File: config.mk
export PLATFORM = sky130hd
export DESIGN_NAME = instruction_fetch_unit_flat
export DESIGN_NICKNAME = d
export VERILOG_FILES = /design/src/rtl/instruction_fetch_unit_if.sv /design/src/rtl/instruction_fetch_unit.sv /design/src/flat_wrapper.sv
export SDC_FILE = /design/constraint.sdc
export NUM_CORES = 1
export LEC_CHECK = 0
export BUFFER_PORTS_ARGS = -buffer_cell sky130_fd_sc_hd__buf_2
export CAP_MARGIN = 25
export CORE_MARGIN = 10
export CORE_UTILIZATION = 55
export CTS_CLUSTER_SIZE = 20
export DETAILED_ROUTE_END_ITERATION = 10
export PLACE_DENSITY_LB_ADDON = 0.3
export SYNTH_ARGS = -nofsm -noshare
export SYNTH_HDL_FRONTEND = slang
export SYNTH_SLANG_ARGS = --single-unit
File: constraint.sdc
create_clock -name i_clock -period 5.3 [get_ports i_clock]
set_clock_uncertainty 0.15 [all_clocks]
set_input_delay 0.53 -clock i_clock [delete_from_list [all_inputs] [get_ports i_clock]]
set_output_delay 0.53 -clock i_clock [all_outputs]
set_load 0.005 [all_outputs]
File: src/rtl/instruction_fetch_unit_if.sv
// Instruction memory read port: request/ready handshake.
// The fetch unit drives the request; memory returns the word.
interface instruction_fetch_unit_if;
  logic        mem_req;
  logic [15:0] mem_addr;
  logic        mem_ready;
  logic [15:0] mem_data;

  modport master (
    output mem_req,
    output mem_addr,
    input  mem_ready,
    input  mem_data
  );

  modport slave (
    input  mem_req,
    input  mem_addr,
    output mem_ready,
    output mem_data
  );
endinterface

File: src/rtl/instruction_fetch_unit.sv
// Fetch stage: owns the PC, reads halfword instructions from
// instruction memory and holds them in IR for decode.
module instruction_fetch_unit #(
  parameter logic [15:0] RESET_PC  = 16'h0000,
  parameter int unsigned PC_STEP   = 2,
  parameter logic [15:0] NOP_INSTR = 16'h0000
) (
  input  logic                           i_clock,
  input  logic                           i_reset,
  instruction_fetch_unit_if.master       mem,
  input  logic                           i_advance,
  input  logic                           i_jump_enable,
  input  logic [10:0]                    i_jump_immediate,
  input  logic                           i_branch_enable,
  input  logic [15:0]                    i_branch_target,
  output logic [4:0]                     o_opcode,
  output logic [10:0]                    o_instr_param,
  output logic [15:0]                    o_pcout,
  output logic                           o_instr_valid
);

  typedef enum logic {S_REQ, S_VALID} state_t;

  localparam logic [15:0] STEP = 16'(PC_STEP);

  state_t      r_state, w_state_nxt;
  logic [15:0] r_pc, w_pc_nxt;
  logic [15:0] r_fetch_addr, w_fetch_addr_nxt;
  logic [15:0] r_ir, w_ir_nxt;
  logic [15:0] r_pcout, w_pcout_nxt;
  logic        r_valid, w_valid_nxt;
  logic        r_squash, w_squash_nxt;

  logic        w_redirect;
  logic [15:0] w_target;
  logic [15:0] w_fetch_inc;

  // Jump wins over branch; both targets are forced even.
  always_comb begin
    w_redirect  = i_jump_enable | i_branch_enable;
    w_target    = i_jump_enable
                ? {r_pcout[15:12], i_jump_immediate, 1'b0}
                : {i_branch_target[15:1], 1'b0};
    w_fetch_inc = r_fetch_addr + STEP;
  end

  // Next-state and datapath updates for the fetch FSM.
  always_comb begin
    w_state_nxt      = r_state;
    w_pc_nxt         = r_pc;
    w_fetch_addr_nxt = r_fetch_addr;
    w_ir_nxt         = r_ir;
    w_pcout_nxt      = r_pcout;
    w_valid_nxt      = r_valid;
    w_squash_nxt     = r_squash;
    unique case (r_state)
      S_REQ: begin
        if (w_redirect) begin
          w_pc_nxt    = w_target;
          w_ir_nxt    = NOP_INSTR;
          w_valid_nxt = 1'b0;
          if (mem.mem_ready) begin
            w_squash_nxt     = 1'b0;
            w_fetch_addr_nxt = w_target;
          end else begin
            w_squash_nxt = 1'b1;
          end
        end else if (mem.mem_ready) begin
          if (r_squash) begin
            w_squash_nxt     = 1'b0;
            w_fetch_addr_nxt = r_pc;
          end else begin
            w_ir_nxt    = mem.mem_data;
            w_pcout_nxt = w_fetch_inc;
            w_pc_nxt    = w_fetch_inc;
            w_valid_nxt = 1'b1;
            w_state_nxt = S_VALID;
          end
        end
      end
      S_VALID: begin
        if (w_redirect) begin
          w_pc_nxt         = w_target;
          w_ir_nxt         = NOP_INSTR;
          w_valid_nxt      = 1'b0;
          w_fetch_addr_nxt = w_target;
          w_state_nxt      = S_REQ;
        end else if (i_advance) begin
          w_valid_nxt      = 1'b0;
          w_fetch_addr_nxt = r_pc;
          w_state_nxt      = S_REQ;
        end
      end
      default: w_state_nxt = S_REQ;
    endcase
  end

  // State and datapath registers with synchronous reset.
  always_ff @(posedge i_clock) begin
    if (i_reset) begin
      r_state      <= S_REQ;
      r_pc         <= RESET_PC;
      r_fetch_addr <= RESET_PC;
      r_ir         <= NOP_INSTR;
      r_pcout      <= RESET_PC;
      r_valid      <= 1'b0;
      r_squash     <= 1'b0;
    end else begin
      r_state      <= w_state_nxt;
      r_pc         <= w_pc_nxt;
      r_fetch_addr <= w_fetch_addr_nxt;
      r_ir         <= w_ir_nxt;
      r_pcout      <= w_pcout_nxt;
      r_valid      <= w_valid_nxt;
      r_squash     <= w_squash_nxt;
    end
  end

  // No request is presented while reset is held.
  always_comb begin
    mem.mem_req   = (r_state == S_REQ) & ~i_reset;
    mem.mem_addr  = r_fetch_addr;
    o_opcode      = r_ir[15:11];
    o_instr_param = r_ir[10:0];
    o_pcout       = r_pcout;
    o_instr_valid = r_valid;
  end

endmodule

File: src/flat_wrapper.sv
// flat-port wrapper written by rule: the top's interface ports become plain ports
module instruction_fetch_unit_flat 
#(
  parameter logic [15:0] RESET_PC  = 16'h0000,
  parameter int unsigned PC_STEP   = 2,
  parameter logic [15:0] NOP_INSTR = 16'h0000
)
  (i_clock, i_reset, i_advance, i_jump_enable, i_jump_immediate, i_branch_enable, i_branch_target, o_opcode, o_instr_param, o_pcout, o_instr_valid, mem_mem_req, mem_mem_addr, mem_mem_ready, mem_mem_data);
  instruction_fetch_unit_if mem_i ();
  input  logic i_clock;
  input  logic i_reset;
  input  logic i_advance;
  input  logic i_jump_enable;
  input  logic [10:0] i_jump_immediate;
  input  logic i_branch_enable;
  input  logic [15:0] i_branch_target;
  output logic [4:0] o_opcode;
  output logic [10:0] o_instr_param;
  output logic [15:0] o_pcout;
  output logic o_instr_valid;
  output wire logic [$bits(mem_i.mem_req)-1:0] mem_mem_req;
  output wire logic [$bits(mem_i.mem_addr)-1:0] mem_mem_addr;
  input wire logic [$bits(mem_i.mem_ready)-1:0] mem_mem_ready;
  input wire logic [$bits(mem_i.mem_data)-1:0] mem_mem_data;
  assign mem_mem_req = mem_i.mem_req;
  assign mem_mem_addr = mem_i.mem_addr;
  assign mem_i.mem_ready = mem_mem_ready;
  assign mem_i.mem_data = mem_mem_data;
  instruction_fetch_unit #(.RESET_PC(RESET_PC), .PC_STEP(PC_STEP), .NOP_INSTR(NOP_INSTR)) u_core (.i_clock(i_clock), .i_reset(i_reset), .mem(mem_i), .i_advance(i_advance), .i_jump_enable(i_jump_enable), .i_jump_immediate(i_jump_immediate), .i_branch_enable(i_branch_enable), .i_branch_target(i_branch_target), .o_opcode(o_opcode), .o_instr_param(o_instr_param), .o_pcout(o_pcout), .o_instr_valid(o_instr_valid));
endmodule
==> qor.txt, run 1 <==
Outcome = completed
Dpl hpwl = 6.18 mm
Crit path from = i_jump_enable
Placed cell count = 526
Vias in the first global route = 3003
Fmax = 398 MHz
Seq/Total Area, Yosys = 43.0%
Net Count, Synth = 434
TritonCTS clock tree = built
Initial cell density of the core = 56.6%
# Post-CTS Setup Buffers = 0
Vias/cell = 5.66
Crit path capture type = flop
Yosys reg bits = 67
Worst hold start = i_advance
Drt total wl = 9.04 mm
Max cap viols = 0
Synth unique cells = 44
Largest net degree at the start of global routing = 44
Placer Congestion = 0.816
Clock Latency Late Sink = 340 ps
Via Count = 3066
Clk sink count = 67
CP Class = input pin to flop
Antenna violations before repair = 0
Wire per inst = 16.7 microns
DR iter-0 viols = 219
Share of the synthesized area in the top cell type = 43.0%
Pwr dens = 326 mW/mm^2
CP required = 5380 ps
Layout Nets = 515
PortBufs = 97
Warnings, synthesis = 0
Rows = 27
Post-synthesis compound-gate area fraction = 19.0%
Mean Syn Cell Area = 8.12 sq um
Leak = 1.64 nW
GRT Residual Overflow = 0
Post-route ant nets = 0
Post-synthesis adder-cell area fraction = 0.401%
Maximum VDD drop = 0.000190 V
Clk slew on worst S/H paths = 70 ps
H-tree levels = 3
Iteration count of the initial detailed-routing pass = 4
Root buf cell = clkbuf_8
Gate Count Post-Synth = 384
Max-slew violation count = 0
DRC errors left = 0
CP Launch Type = input pin
Simple-gate portion of the synthesized area = 25.8%
Clock tree buffer depth = 2
Area leader, netlist = dfxtp_1
Die span in y = 95.3 microns
Non-Filler Instances = 542
Actual slew at the worst max-slew pin = 981 ps
CTS buffer count = 9
Setup TNS = 0 ps
Tcrit/Tclk final = 47.4%
Synthesized area = 0.00312 sq mm
Post-CTS sizing = 0
Antenna diode instance count = 0
Global-route wire length before repair = 14.2 mm
Main combinational cell family by area after synthesis = simple AND/OR/NAND/NOR gates
Total I/O pin count = 99
Primary FF master, synth = dfxtp_1
Area contributors post-synth = dfxtp_1 (43%), nand2_1 (10%), a21oi_1 (6.6%)
Min Tclk post-route = 2510 ps
Type of the worst min-delay path = input pin to flop
Chip width = 95.3 microns
Total Routing Usage GR = 19.6%
Post-synth EDFFs = 0
Post-synth ARST share = 0%
Worst EP arrival = 2590 ps
Core Area = 0.00551 sq mm
RSZ-0062 raised after global routing = no
Setup slack after layout = 2790 ps
P&R area growth vs syn = 22.0%
Fraction of synthesized area in multiplexers = 4.85%
Final hold viol count = 0
Reg2reg start = u_core.r_state
Count of hold-fix buffers inserted at cts = 0
Die ar. = 0.00908 sq mm
Pre-CTS setup slack = 2480 ps
Xor/xnor share of the synthesized area = 1.40%
# setup viols final = 0
Worst Path Max Fanout = 30
Normalized max-slew margin = 34.4%
Layout cells sized above 1 = 27.2%
[sequential cells by signal, summed over array words and instances (netlist names)]
register,count
u_core.mem.mem_addr,16
u_core.o_pcout,16
u_core.r_ir,16
u_core.r_pc,16
u_core.o_instr_valid,1
u_core.r_squash,1
u_core.r_state,1
[power breakdown]
group	leakage (nW)	switching, W	internal [W]
Clock	0.126	0.000202	0.000326
Combinational	0.969	0.0000920	0.0000655
Sequential	0.548	0.0000261	0.000530
[final cells by class]
cell class | count | area, sq um
clock buffers | 10 | 138
clock inverters | 6 | 113
fillers | 460 | 1700
well taps | 72 | 90.1
inverters | 7 | 26.3
multi-input cells | 282 | 1600
flip-flops and latches | 67 | 1340
repair buffers | 98 | 493
[kinds of logic after synthesis]
logic type | count (synthesis)
xor+xnor | 5
flops | 67
mux | 15
compound gates | 92
buf+inv | 35
simple gates | 169
fa+ha+maj | 1
[final timing paths]
check | endpoint | cells past startpoint | slack [ps]
hold / removal | u_core.o_instr_valid | 2 | 240
hold reg to reg | u_core.r_ir[5] | 2 | 310
setup reg to reg | u_core.r_pc[13] | 4 | 2930
setup / recovery | u_core.r_pc[15] | 5 | 2790
[cell usage after synthesis, types with 2 or more instances]
cell and count:
nand2_1 86, dfxtp_1 67, a21oi_1 41, nor3_1 29, nor2_1 22, o211ai_1 19, mux2i_1 14, buf_2 13
nand3_1 12, clkbuf_1 9, inv_1 7, a211oi_1 5, o21a_1 5, xnor2_1 5, nor4_1 4, o21ai_0 4
o31a_1 4, buf_4 3, nand2b_1 3, o21ai_1 3, a2bb2oi_1 2, a31oi_1 2, buf_6 2, o311ai_0 2
or3_1 2
[routing by layer]
metal,share of wire [%],wire length [microns],vias up,global-route usage (%)
li1,-,-,1511,-
met1,40,3620,1435,23.0
met2,49,4460,112,32.3
met3,9.7,872,8,5.66
met4,0.99,89,0,9.35
met5,0,0,-,0
[worst max-delay path, cell delays in order]
cell     delay (ps)
buf_2           290
or2_2           600
nor2_1          840
or3_1           240
o21ai_1          80
[cells in the final DEF (no fill, tap or decap), types with 5 or more instances in the layout]
cell,instances
a211oi_1,5
a21oi_1,41
buf_2,97
clkbuf_8,10
dfxtp_1,67
inv_1,7
mux2i_1,14
nand2_1,86
nand3_1,12
nor2_1,22
nor3_1,29
o211ai_1,19
o21a_1,5
xnor2_1,5
[through the flow]
step	power, W	util, %	hold slack (ps)	area, sq um
final	0.00124	69.1	244	3800
after global routing	0.00129	69.1	253	3800
after CTS	0.00125	69.1	238	3800
after detailed placement	0.000724	64.6	296	3550
after global placement	0.000718	64.6	288	3550
after floorplan	0.000666	-	282	3120
Note: power is estimated with default switching activity, not from simulation.
==> run 2, diff against run 1 <==
--- a/config.mk
+++ b/config.mk
@@ -8,7 +8,7 @@
 export BUFFER_PORTS_ARGS = -buffer_cell sky130_fd_sc_hd__buf_2
 export CAP_MARGIN = 25
 export CORE_MARGIN = 10
-export CORE_UTILIZATION = 55
+export CORE_UTILIZATION = 51
 export CTS_CLUSTER_SIZE = 20
 export DETAILED_ROUTE_END_ITERATION = 10
 export PLACE_DENSITY_LB_ADDON = 0.3
==> constraint.sdc (replaced) <==
create_clock -name i_clock -period 2.35 [get_ports i_clock]
set_clock_uncertainty 0.15 [all_clocks]
set_input_delay 0.235 -clock i_clock [delete_from_list [all_inputs] [get_ports i_clock]]
set_output_delay 0.235 -clock i_clock [all_outputs]
set_load 0.005 [all_outputs]
==> run 2 against run 1 <==
Sequential power increased by 120%. Via count increased by 4.8%. Cell count increased by 5.9%. Sequential cell count unchanged. Utilization decreased by 1.1 points. Power increased by 120%. Non-clock buffer count increased by 28. Highest routed layer unchanged. Critical path depth unchanged. Sequential share of layout area decreased by 2.0 points. First-iteration DRC count decreased by 2.7%. Largest cell class unchanged. Global-route usage decreased by 1.4 points. Count of clock-buffer cells in the layout increased by 4.
==> qor.txt, run 2 (synthesis gave the netlist of run 1 again) <==
Largest net degree at the start of global routing = 22 (-50%)
Via Count = 3212 (+4.8%)
Setup TNS = 0 ps (unchanged)
Net Switching = 0.000693 W (+120%)
Clock tree buffer depth = 2 (unchanged)
Leak = 1.75 nW (+6.5%)
CP required = 2410 ps (-2970 ps)
H-tree levels = 3 (unchanged)
Wire per inst = 16.2 microns (-2.6%)
Antenna violations before repair = 2 (+2)
Layout cells sized above 1 = 27.6% (+0.33 points)
Post-CTS sizing = 0 (unchanged)
Vias/cell = 5.60 (-1.1%)
TritonCTS clock tree = built
Clk sink count = 67 (unchanged)
Seq pwr share = 46.9% (+2.1 points)
Post-route ant nets = 0 (unchanged)
Type of the worst min-delay path = input pin to flop
DR iter-0 viols = 213 (-2.7%)
Crit path capture type = flop
Die ar. = 0.00964 sq mm (+6.2%)
Layout Nets = 543 (+5.4%)
Outcome = completed
Total I/O pin count = 99 (unchanged)
Pwr dens = 663 mW/mm^2 (+100%)
Non-Filler Instances = 574 (+5.9%)
Actual slew at the worst max-slew pin = 778 ps (-203 ps)
PortBufs = 97 (unchanged)
Core Area = 0.00592 sq mm (+7.5%)
Max-slew violation count = 0 (unchanged)
Root buf cell = clkbuf_8
Global-route wire length before repair = 14.7 mm (+3.2%)
Placed cell count = 540 (+2.7%)
Total Routing Usage GR = 18.2% (-1.4 points)
RSZ-0062 raised after global routing = no
# Post-CTS Setup Buffers = 0 (unchanged)
Tcrit/Tclk final = 81.1%
Final hold viol count = 0 (unchanged)
CP Launch Type = flop
Max cap viols = 0 (unchanged)
Fmax = 525 MHz
Commonest cells after routing, fill and taps aside = buf_2 (97), nand2_1 (86), dfxtp_1 (67)
Placer Congestion = 0.827 (+1.3%)
Rows = 28 (+3.7%)
Dpl hpwl = 6.39 mm (+3.4%)
Normalized max-slew margin = 48.1% (+14 points)
DRC errors left = 0 (unchanged)
Worst EP arrival = 1970 ps (-620 ps)
Min Tclk post-route = 1910 ps
Maximum VDD drop = 0.000383 V (+100%)
Internal = 0.00198 W (+110%)
CP Class = flop to flop
Cell Area, Placed = 0.00364 sq mm (+2.4%)
Vias in the first global route = 3045 (+1.4%)
CTS buffer count = 9 (unchanged)
Initial cell density of the core = 52.7% (-4.0 points)
Chip width = 98.2 microns (+3.0%)
Worst Path Max Fanout = 10 (-67%)
Clk network pwr share = 38.2% (-4.3 points)
Iteration count of the initial detailed-routing pass = 5 (+1)
P&R area growth vs syn = 29.2%
Combinational Power Share = 14.8% (+2.1 points)
Drt total wl = 9.32 mm (+3.2%)
Most common cell after layout, fill and taps aside = buf_2
Sw Ratio = 25.9% (+0.19 points)
Count of hold-fix buffers inserted at cts = 17 (+17)
Die span in y = 98.2 microns (+3.0%)
Design Area, Final = 0.00403 sq mm (+5.9%)
Clock Latency Late Sink = 330 ps (about the same)
GRT Residual Overflow = 0 (unchanged)
# setup viols final = 0 (unchanged)
Clk slew on worst S/H paths = 70 ps (about the same)
==> run 2: changes by cell type in the layout (fill, tap and decap cells not counted) <==
cell | previous run | this run
clkinv_4 | 2 | 0
dlygate4sd3_1 | 0 | 17
bufinv_16 | 3 | 1
clkinv_2 | 1 | 0
diode_2 | 0 | 2
clkbuf_1 | 0 | 1
clkbuf_8 | 10 | 13
buf_4 | 1 | 12
==> run 2: final timing paths <==
kind                                from                 end  slack [ps]  depth (start not counted)
setup / recovery  u_core.mem.mem_addr[2]  u_core.o_pcout[11]         440                          5
hold / removal       i_branch_target[11]     u_core.r_pc[11]         130                          3
setup reg to reg  u_core.mem.mem_addr[2]  u_core.o_pcout[11]         440                          5
hold reg to reg          u_core.r_ir[14]     u_core.r_ir[14]         300                          2
==> run 2: worst max-delay path, cell delays in order, from the launching register on <==
cell and delay, ps:
dfxtp_1 460, ha_1 280, nand3_4 190, o31a_1 340, nor3_1 260, nor3_1 90
==> run 2: routing by layer <==
layer  part of all wire, %  vias to the layer above  wire (microns)  global-route usage, %
met4                   1.6                        0             152                   7.94
met1                    42                     1511            3950                   21.7
li1                      -                     1571               -                      -
met2                    49                      116            4600                   30.5
met3                   6.6                       14             619                   4.23
met5                     0                        -               0                      0
==> run 2: per-stage QoR <==
stage                     hold WS [ps]  total power, W  util [%]  setup WS, ps
after CTS                          113         0.00268      68.0           460
after global routing               140         0.00278      68.0           261
after global placement             288         0.00164      61.5           437
after detailed placement           294         0.00165      61.5           385
final                              128         0.00267      68.0           445
after floorplan                    184         0.00150         -           627
==> run 2: cell type report <==
type | count | area, sq um
antenna | 2 | 5.00
clock buffer | 14 | 183
clock inverter | 1 | 30.0
fill | 504 | 1890
inverter | 7 | 26.3
multi-input combinational | 282 | 1600
sequential | 67 | 1340
tap | 75 | 93.8
timing repair buffer | 126 | 746
==> run 2: power by group through the flow <==
| stage | combinational, W | clock [W] | sequential [W] |
|---|---|---|---|
| 6_report | 0.000396 | 0.00102 | 0.00125 |
| 5_1_grt | 0.000436 | 0.00108 | 0.00126 |
| 4_1_cts | 0.000397 | 0.00103 | 0.00125 |
| 3_5_place_dp | 0.000373 | 0 | 0.00128 |
| 3_3_place_gp | 0.000365 | 0 | 0.00127 |
| 2_1_floorplan | 0.000233 | 0 | 0.00127 |
==> run 3, diff against run 2 <==
--- a/config.mk
+++ b/config.mk
@@ -8,7 +8,7 @@
 export BUFFER_PORTS_ARGS = -buffer_cell sky130_fd_sc_hd__buf_2
 export CAP_MARGIN = 25
 export CORE_MARGIN = 10
-export CORE_UTILIZATION = 51
+export CORE_UTILIZATION = 46
 export CTS_CLUSTER_SIZE = 20
 export DETAILED_ROUTE_END_ITERATION = 10
 export PLACE_DENSITY_LB_ADDON = 0.3
==> constraint.sdc (replaced) <==
create_clock -name i_clock -period 1.7 [get_ports i_clock]
set_clock_uncertainty 0.15 [all_clocks]
set_input_delay 0.17 -clock i_clock [delete_from_list [all_inputs] [get_ports i_clock]]
set_output_delay 0.17 -clock i_clock [all_outputs]
set_load 0.005 [all_outputs]
==> run 3 against run 2 <==
First-iteration DRC count shrank 20%. Die area grew 8.6%. Critical path type unchanged. Largest cell class unchanged. Utilization shrank 0.19 points. Power grew 44%. Non-clock buffer count grew 25. Register-to-register slack lost 410 ps. Sequential cell count is the same. Cell area grew 8.8%. Wire length grew 5.1%.
==> qor.txt, run 3 (synthesis gave the netlist of run 1 again) <==
Die ar. = 0.0105 sq mm (+8.6%)
CP Class = flop to flop
Initial cell density of the core = 48.3% (-4.4 points)
Clk slew on worst S/H paths = 70 ps (about the same)
Most common cell after layout, fill and taps aside = buf_2
Root buf cell = clkbuf_8
Iteration count of the initial detailed-routing pass = 4 (-1)
Clk network pwr share = 38.4% (+0.2 points)
Fmax = 600 MHz (+14%)
CP required = 1810 ps (-600 ps)
Tcrit/Tclk final = 98.0% (+17 points)
R2R cell count = 6 (+1)
Layout Nets = 568 (+4.6%)
Worst EP arrival = 1780 ps (-190 ps)
Wire per inst = 16.3 microns (+0.33%)
Layout cells sized above 1 = 34.2% (+6.7 points)
Total Routing Usage GR = 18.3% (+0.14 points)
Final Power = 0.00385 W (+44%)
Outcome = completed
Max cap viols = 0 (unchanged)
H-tree levels = 3 (unchanged)
Crit path capture type = flop
Seq pwr share = 44.4% (-2.5 points)
Pwr dens = 879 mW/mm^2 (+33%)
GRT Residual Overflow = 0 (unchanged)
Max-slew violation count = 0 (unchanged)
TritonCTS clock tree = built
RSZ-0062 raised after global routing = yes
Setup slack after layout = 34.6 ps (-410 ps)
P&R area growth vs syn = 40.5%
Chip width = 102 microns (+4.2%)
Post-route ant nets = 0 (unchanged)
Register area = 0.00135 sq mm (+0.47%)
Internal = 0.00283 W (+43%)
Vias in the first global route = 3273 (+7.5%)
Drt total wl = 9.79 mm (+5.1%)
CTS buffer count = 9 (unchanged)
Area of the multi-input gates = 0.00169 sq mm (+5.4%)
PortBufs = 97 (unchanged)
Via Count = 3281 (+2.1%)
Total I/O pin count = 99 (unchanged)
Final hold viol count = 0 (unchanged)
Clock Latency Late Sink = 330 ps (about the same)
FILL cells = 524 (+4.0%)
DR iter-0 viols = 170 (-20%)
Leak = 1.92 nW (+9.5%)
Placer Congestion = 0.820 (-0.76%)
Core Area = 0.00646 sq mm (+9.1%)
Combinational Power Share = 17.2% (+2.4 points)
DRC errors left = 0 (unchanged)
Normalized max-slew margin = 71.4% (+23 points)
Global-route wire length before repair = 15.4 mm (+5.0%)
Sw Ratio = 26.4% (+0.47 points)
Maximum VDD drop = 0.000518 V (+35%)
Placed cell count = 563 (+4.3%)
# setup viols final = 0 (unchanged)
Worst Path Max Fanout = 8 (-2)
Dpl hpwl = 6.89 mm (+7.7%)
Vias/cell = 5.46 (-2.4%)
Setup TNS = 0 ps (unchanged)
Min Tclk post-route = 1670 ps (-240 ps)
Largest net degree at the start of global routing = 24 (+9.1%)
Rows = 29 (+3.6%)
Commonest cells after routing, fill and taps aside = buf_2 (97), nand2_1 (85), dfxtp_1 (64)
CP Launch Type = flop
Number of cells on the worst hold path = 3 (unchanged)
Net Switching = 0.00102 W (+47%)
Non-Filler Instances = 601 (+4.7%)
Clk sink count = 67 (unchanged)
Die span in y = 102 microns (+4.2%)
Clock tree buffer depth = 2 (unchanged)
Actual slew at the worst max-slew pin = 428 ps (-350 ps)
Antenna violations before repair = 0 (-2)
Pre-CTS setup slack = -82.4 ps (-467 ps)
Type of the worst min-delay path = input pin to flop
## run 3: cell count changes in the layout (fill, tap and decap cells not counted), sizes merged, moves of 2 or more
cell / previous run / this run
buf: 109 / 133
clkbuf: 14 / 10
clkinv: 0 / 2
clkinvlp: 0 / 2
## run 3: final cells by class
type                       instances  area share (%)
clock buffer                      10            3.14
timing repair buffer             151            22.7
inverter                           7           0.599
sequential                        67            30.7
tap                               77            2.20
multi-input combinational        282            38.6
antenna                            1          0.0571
clock inverter                     6            2.03
## run 3: worst max-delay path, stage by stage, from the launching register on
cell	delay, ps
dfxtp_1	340
ha_2	220
nand3_4	170
buf_4	190
nor4_2	290
nor3_2	80
nor3_1	160
## run 3: path summary, 6_finish.rpt
check | start | endpoint | slack, ps
hold reg to reg | u_core.r_ir[5] | u_core.r_ir[5] | 300
setup / recovery | u_core.mem.mem_addr[2] | u_core.r_pc[13] | 30
setup reg to reg | u_core.mem.mem_addr[2] | u_core.r_pc[13] | 30
hold / removal | mem_mem_ready | u_core.r_squash | 70
## run 3: metrics by stage
step | utilization [%] | instance area (sq um) | hold slack (ps)
floorplan | - | 3120 | 119
global placement | 59.5 | 3840 | 249
detailed placement | 59.5 | 3840 | 265
CTS | 65.9 | 4260 | 41.7
global route | 67.8 | 4380 | 66.4
finish | 67.9 | 4380 | 69.1
## run 3: power groups by stage
| stage | logic [W] | clock network (W) | registers [W] |
|---|---|---|---|
| floorplan | 0.000322 | 0 | 0.00176 |
| global placement | 0.000583 | 0 | 0.00174 |
| detailed placement | 0.000596 | 0 | 0.00174 |
| CTS | 0.000635 | 0.00151 | 0.00171 |
| global route | 0.000731 | 0.00156 | 0.00172 |
| finish | 0.000661 | 0.00148 | 0.00171 |
## run 3: layer usage
metal	vias to the layer above	GRT usage, %	share of wire (%)
met5	-	0	0
met4	0	8.24	1.8
met3	15	4.39	6.6
met2	105	30.2	49
met1	1544	22.2	43
li1	1617	-	-
## run 3: what timing repair did
item,in CTS,in global routing
buffers inserted,0,3
hold buffers,18,0
hold endpoints to repair,20,0
pin swaps,0,4
endpoints found under the setup margin,17,19
resized for setup,2,18
